`config.mk`:
```
export PLATFORM = sky130hd
export DESIGN_NAME = spi_reg_bridge
export DESIGN_NICKNAME = d
export VERILOG_FILES = /design/src/rtl/spi_reg_pkg.sv /design/src/rtl/sync2.sv /design/src/rtl/spi_reg_bridge.sv
export SDC_FILE = /design/constraint.sdc
export NUM_CORES = 1
export LEC_CHECK = 0
export CORE_ASPECT_RATIO = 0.75
export CORE_MARGIN = 2
export CORE_UTILIZATION = 47
export DETAILED_ROUTE_END_ITERATION = 16
export PLACE_DENSITY = 0.84
export SETUP_SLACK_MARGIN = 0.5
export SLEW_MARGIN = 20
export SYNTH_ARGS = -nofsm -noshare
export SYNTH_HDL_FRONTEND = slang
export SYNTH_SLANG_ARGS = --single-unit
export TNS_END_PERCENT = 20
```
`constraint.sdc`:
```
create_clock -name clk -period 2.75 [get_ports clk]
set_clock_uncertainty 0.15 [all_clocks]
set_input_delay 0.55 -clock clk [delete_from_list [all_inputs] [get_ports clk]]
set_output_delay 0.55 -clock clk [all_outputs]
set_load 0.005 [all_outputs]
```
`src/rtl/spi_reg_pkg.sv`:
```
// rtl/spi_reg_pkg.sv - shared types and constants for spi_reg_bridge
package spi_reg_pkg;

   localparam int DEF_ADDRW  = 3;
   localparam int DEF_DW     = 8;
   localparam int CMD_RD_BIT = DEF_DW - 1;

   typedef enum logic [2:0] {
      ST_IDLE,
      ST_CMD,
      ST_RD_FETCH,
      ST_READ,
      ST_WRITE
   } state_t;

endpackage

```
`src/rtl/sync2.sv`:
```
// rtl/sync2.sv - two-flop synchronizer with configurable reset value
module sync2 #(
   parameter logic RST_VAL = 1'b1
) (
   input  logic clk,
   input  logic rst,
   input  logic d,
   output logic q
);

   logic ff1;
   logic ff2;

   always_ff @(posedge clk) begin
      if (rst) begin
         ff1 <= RST_VAL;
         ff2 <= RST_VAL;
      end else begin
         ff1 <= d;
         ff2 <= ff1;
      end
   end

   assign q = ff2;

endmodule

```
`src/rtl/spi_reg_bridge.sv`:
```
// rtl/spi_reg_bridge.sv - SPI frame to register bus bridge; burst auto-increment via SPI_REG_BRIDGE_AUTOINC_EN
module spi_reg_bridge
   import spi_reg_pkg::*;
#(
   parameter int ADDRW = DEF_ADDRW,
   parameter int DW    = DEF_DW
) (
   input  logic             clk,
   input  logic             rst,
   input  logic             ss,
   input  logic [DW-1:0]    rx_byte,
   input  logic             rx_dv,
   input  logic [DW-1:0]    status,
   output logic [DW-1:0]    tx_byte,
   output logic             tx_wr,
   output logic [ADDRW-1:0] reg_addr,
   output logic [DW-1:0]    reg_wdata,
   output logic             reg_we,
   output logic             reg_re,
   input  logic [DW-1:0]    reg_rdata,
   output logic             busy
);

   state_t           state, state_nxt;
   logic [ADDRW-1:0] addr, addr_nxt;
   logic [DW-1:0]    tx_byte_nxt, reg_wdata_nxt;
   logic [ADDRW-1:0] reg_addr_nxt;
   logic             tx_wr_nxt, reg_we_nxt, reg_re_nxt, busy_nxt;
   logic             ss_s, ss_d, ss_fall, ss_rise;

   function automatic logic [ADDRW-1:0] next_addr(input logic [ADDRW-1:0] a);
`ifdef SPI_REG_BRIDGE_AUTOINC_EN
      return a + ADDRW'(1);
`else
      return a;
`endif
   endfunction

   sync2 #(.RST_VAL(1'b1)) u_ss_sync (
      .clk (clk),
      .rst (rst),
      .d   (ss),
      .q   (ss_s)
   );

   always_ff @(posedge clk) begin
      if (rst) ss_d <= 1'b1;
      else     ss_d <= ss_s;
   end

   assign ss_fall = ss_d & ~ss_s;
   assign ss_rise = ~ss_d & ss_s;

   always_comb begin
      state_nxt     = state;
      addr_nxt      = addr;
      tx_byte_nxt   = tx_byte;
      tx_wr_nxt     = 1'b0;
      reg_addr_nxt  = reg_addr;
      reg_wdata_nxt = reg_wdata;
      reg_we_nxt    = 1'b0;
      reg_re_nxt    = 1'b0;
      busy_nxt      = busy;

      // Deselect wins over everything, a reselect (or glitch) always restarts the frame.
      if (ss_rise) begin
         state_nxt = ST_IDLE;
         busy_nxt  = 1'b0;
      end else if (ss_fall) begin
         tx_byte_nxt = status;
         tx_wr_nxt   = 1'b1;
         busy_nxt    = 1'b1;
         state_nxt   = ST_CMD;
      end else begin
         case (state)
            ST_CMD: if (rx_dv) begin
               addr_nxt = rx_byte[ADDRW-1:0];
               if (rx_byte[CMD_RD_BIT]) begin
                  reg_addr_nxt = rx_byte[ADDRW-1:0];
                  reg_re_nxt   = 1'b1;
                  state_nxt    = ST_RD_FETCH;
               end else begin
                  state_nxt = ST_WRITE;
               end
            end
            ST_RD_FETCH: begin
               tx_byte_nxt = reg_rdata;
               tx_wr_nxt   = 1'b1;
               state_nxt   = ST_READ;
            end
            ST_READ: if (rx_dv) begin
               addr_nxt     = next_addr(addr);
               reg_addr_nxt = next_addr(addr);
               reg_re_nxt   = 1'b1;
               state_nxt    = ST_RD_FETCH;
            end
            ST_WRITE: if (rx_dv) begin
               reg_addr_nxt  = addr;
               reg_wdata_nxt = rx_byte;
               reg_we_nxt    = 1'b1;
               addr_nxt      = next_addr(addr);
            end
            ST_IDLE: ;
            default: state_nxt = ST_IDLE;
         endcase
      end
   end

   always_ff @(posedge clk) begin
      if (rst) begin
         state     <= ST_IDLE;
         addr      <= '0;
         tx_byte   <= '0;
         tx_wr     <= 1'b0;
         reg_addr  <= '0;
         reg_wdata <= '0;
         reg_we    <= 1'b0;
         reg_re    <= 1'b0;
         busy      <= 1'b0;
      end else begin
         state     <= state_nxt;
         addr      <= addr_nxt;
         tx_byte   <= tx_byte_nxt;
         tx_wr     <= tx_wr_nxt;
         reg_addr  <= reg_addr_nxt;
         reg_wdata <= reg_wdata_nxt;
         reg_we    <= reg_we_nxt;
         reg_re    <= reg_re_nxt;
         busy      <= busy_nxt;
      end
   end

endmodule

```
==> summary.txt <==
Slew @ Worst Pin - 609 ps
GPL Wtd Cong - 0.889
Hold_buf cts - 0
Multi-input gate area - 672 µm²
Hpwl dp - 2470 µm
Count of warnings emitted by yosys - 0
Ratio of cells with drive above 1 in the final layout - 0.0838
Drt first pass iters - 4
Nets - 221
Final setup violation count - 0
Crit end category - flip-flop
CTS tree - done
Overflow after GRT - 0
Core box area - 0.00268 mm²
Setup_tns - 0 ps
Placed cell area - 0.00187 mm²
Vias/cell - 5.41
Peak VDD IR - 0.310 mV
Register Area - 641 µm²
CP Cell Sequence - inv_1 -> ha_2 -> a21oi_1 -> nor2_2 -> nor2_1 -> a211oi_1
H-tree Lvls - 2
Fmax - 488 MHz
DRC - 0
Outcome - completed
Via count - 1229
Post-route ant nets - 0
CP delay by family, top - simple AND/OR/NAND/NOR gates
Clock Pin Slew Worst Setup and Hold Paths - 60 ps
Worst path required time - 2780 ps
Yosys reg bits - 32
Crit path time final - 2050 ps
Final Hold Violating Endpoints - 0
Worst setup startpoint - u_ss_sync.q$_SDFF_PP1_
Final core occ - 0.734
Most frequent cells in the layout - clkdlybuf4s50_1, dfxtp_1, nor2_1
Pwr/cell area - 514 mW/mm²
Syn_nets - 171
CP bufs+invs - 1
First-pass GRT wire length - 5670 µm
CTS buffer count - 5
Most common cell after layout, fill and taps aside - clkdlybuf4s50_1
HP Start - u_ss_sync.ff1$_SDFF_PP1_
Starting Density - 0.510
Die Ht - 50.7 µm
Worst-case clock buffer depth - 2
Worst setup SP type - flip-flop
CP Data Arrival Time - 2080 ps
CP max-delay cell - nor2_2
Vias in the first global route - 1243
Initial antenna violation count - 0
Global Route Usage Sum - 0.227
Post-route cell area - 0.00197 mm²
Hold Crit Class - reg2reg
DR iter-0 viols - 57
Die area - 0.00336 mm²
Normalized max-slew margin - 0.593
CP peak stage delay - 510 ps
Syn Inst Count - 141
Post-Route WL - 3440 µm
CP Class - reg2reg
Sequential fraction of the synthesis area - 0.468
Pins Over Slew Limit - 0
Fin crit share - 0.745
Root Buffer - clkbuf_8
Worst Path Max Fanout - 16
Critical R2R Launch - u_ss_sync.q$_SDFF_PP1_
Skew-Pair Late Insertion Delay - 280 ps
Port Buffers - 50
Antenna Cells - 0
Pleak - 0.693 nW
Fill count - 215
Post-synthesis area per instance - 9.71 µm²
Core Rows - 16
Boundary Pins - 51
Netlist Area Pre-Place - 0.00137 mm²
Syn-to-layout area delta - 43.9%
Synth cell types - 26
Clock sinks - 32
Largest net degree at the start of global routing - 27
Die X - 66.3 µm
RSZ-0062 raised after global routing - false
WL/cell - 15.2 µm
Max cap viols - 0
stage by stage:
step                power (mW)  cells  worst slack, ps  hold WS, ps
floorplan                0.561    141             1180          239
global placement         0.628    220              529          250
CTS                       1.02    227              507          266
global route              1.05    227              570          277
finish                    1.01    227              703          261
detailed placement       0.634    220              461          248
state kept, by name, summed over array words and instances, names as in the netlist, 3 cells and up:
signal / flops
reg_addr: 3
addr: 3
state: 3
reg_wdata: 8
tx_byte: 8
synth_stat cells (all sizes together):
library cell  count  share of area
clkbuf            3         0.0082
mux2i            21           0.15
or2               3          0.014
a22o              2          0.013
nand2             2         0.0055
dfxtp            32           0.47
a31oi             4          0.018
ha                2          0.018
a21oi             5          0.018
nand3             1         0.0073
nand2b            3          0.014
o21a              1         0.0055
or3               1         0.0046
nand3b            1         0.0055
buf               5          0.029
nor2b             2         0.0091
a211oi           11          0.060
mux2              1         0.0082
o22ai             1          0.015
nor3              9          0.033
inv               2         0.0055
nor2             29          0.087
logic make-up (layout without fill, tap and decap cells):
kind of cell | after synthesis | after routing | synth area share
AOI/OAI and AO/OA | 24 | 24 | 0.130
muxes | 22 | 22 | 0.162
DFF | 32 | 32 | 0.468
buffers and inverters | 10 | 60 | 0.0430
adders and majority gates | 2 | 2 | 0.0183
and+or+nand+nor | 51 | 51 | 0.179
layer usage:
metal,up-vias,GRT usage,part of all wire
li1,596,-,-
met1,595,0.264,0.43
met2,31,0.393,0.52
met3,7,0.0471,0.033
met4,0,0.116,0.019
met5,-,0,0
worst register-to-register path, cell delays in order, from the launching register on:
cell and delay (ps):
dfxtp_1 330, inv_1 60, ha_2 400, a21oi_1 130
nor2_2 510, nor2_1 90, a211oi_1 280
where the power goes:
part	internal (mW)	leakage (nW)	switching [mW]	total, mW
registers	0.479	0.260	0.0113	0.490
logic	0.0793	0.383	0.0564	0.136
clock network	0.223	0.0503	0.164	0.386
layout make-up:
class	instances	area share
clock buffers	7	0.0489
inverters	2	0.00381
multi-input cells	99	0.341
flip-flops and latches	32	0.325
well taps	36	0.0229
repair buffers	51	0.258
worst paths after layout:
| path | end | slack, ps | cells past startpoint |
|---|---|---|---|
| max | tx_byte[2]$_SDFFE_PP0P_ | 700 | 6 |
| min | u_ss_sync.q$_SDFF_PP1_ | 260 | 1 |
| max reg2reg | tx_byte[2]$_SDFFE_PP0P_ | 700 | 6 |
| min reg2reg | u_ss_sync.q$_SDFF_PP1_ | 260 | 1 |
what timing repair did:
| action | CTS | global route |
|---|---|---|
| setup endpoints to repair | 0 | 8 |
| setup buffers | 0 | 0 |
| endpoints found under the hold margin | 0 | 0 |
| resized for setup | 0 | 1 |
No activity file was read; power rests on OpenSTA's default activity.
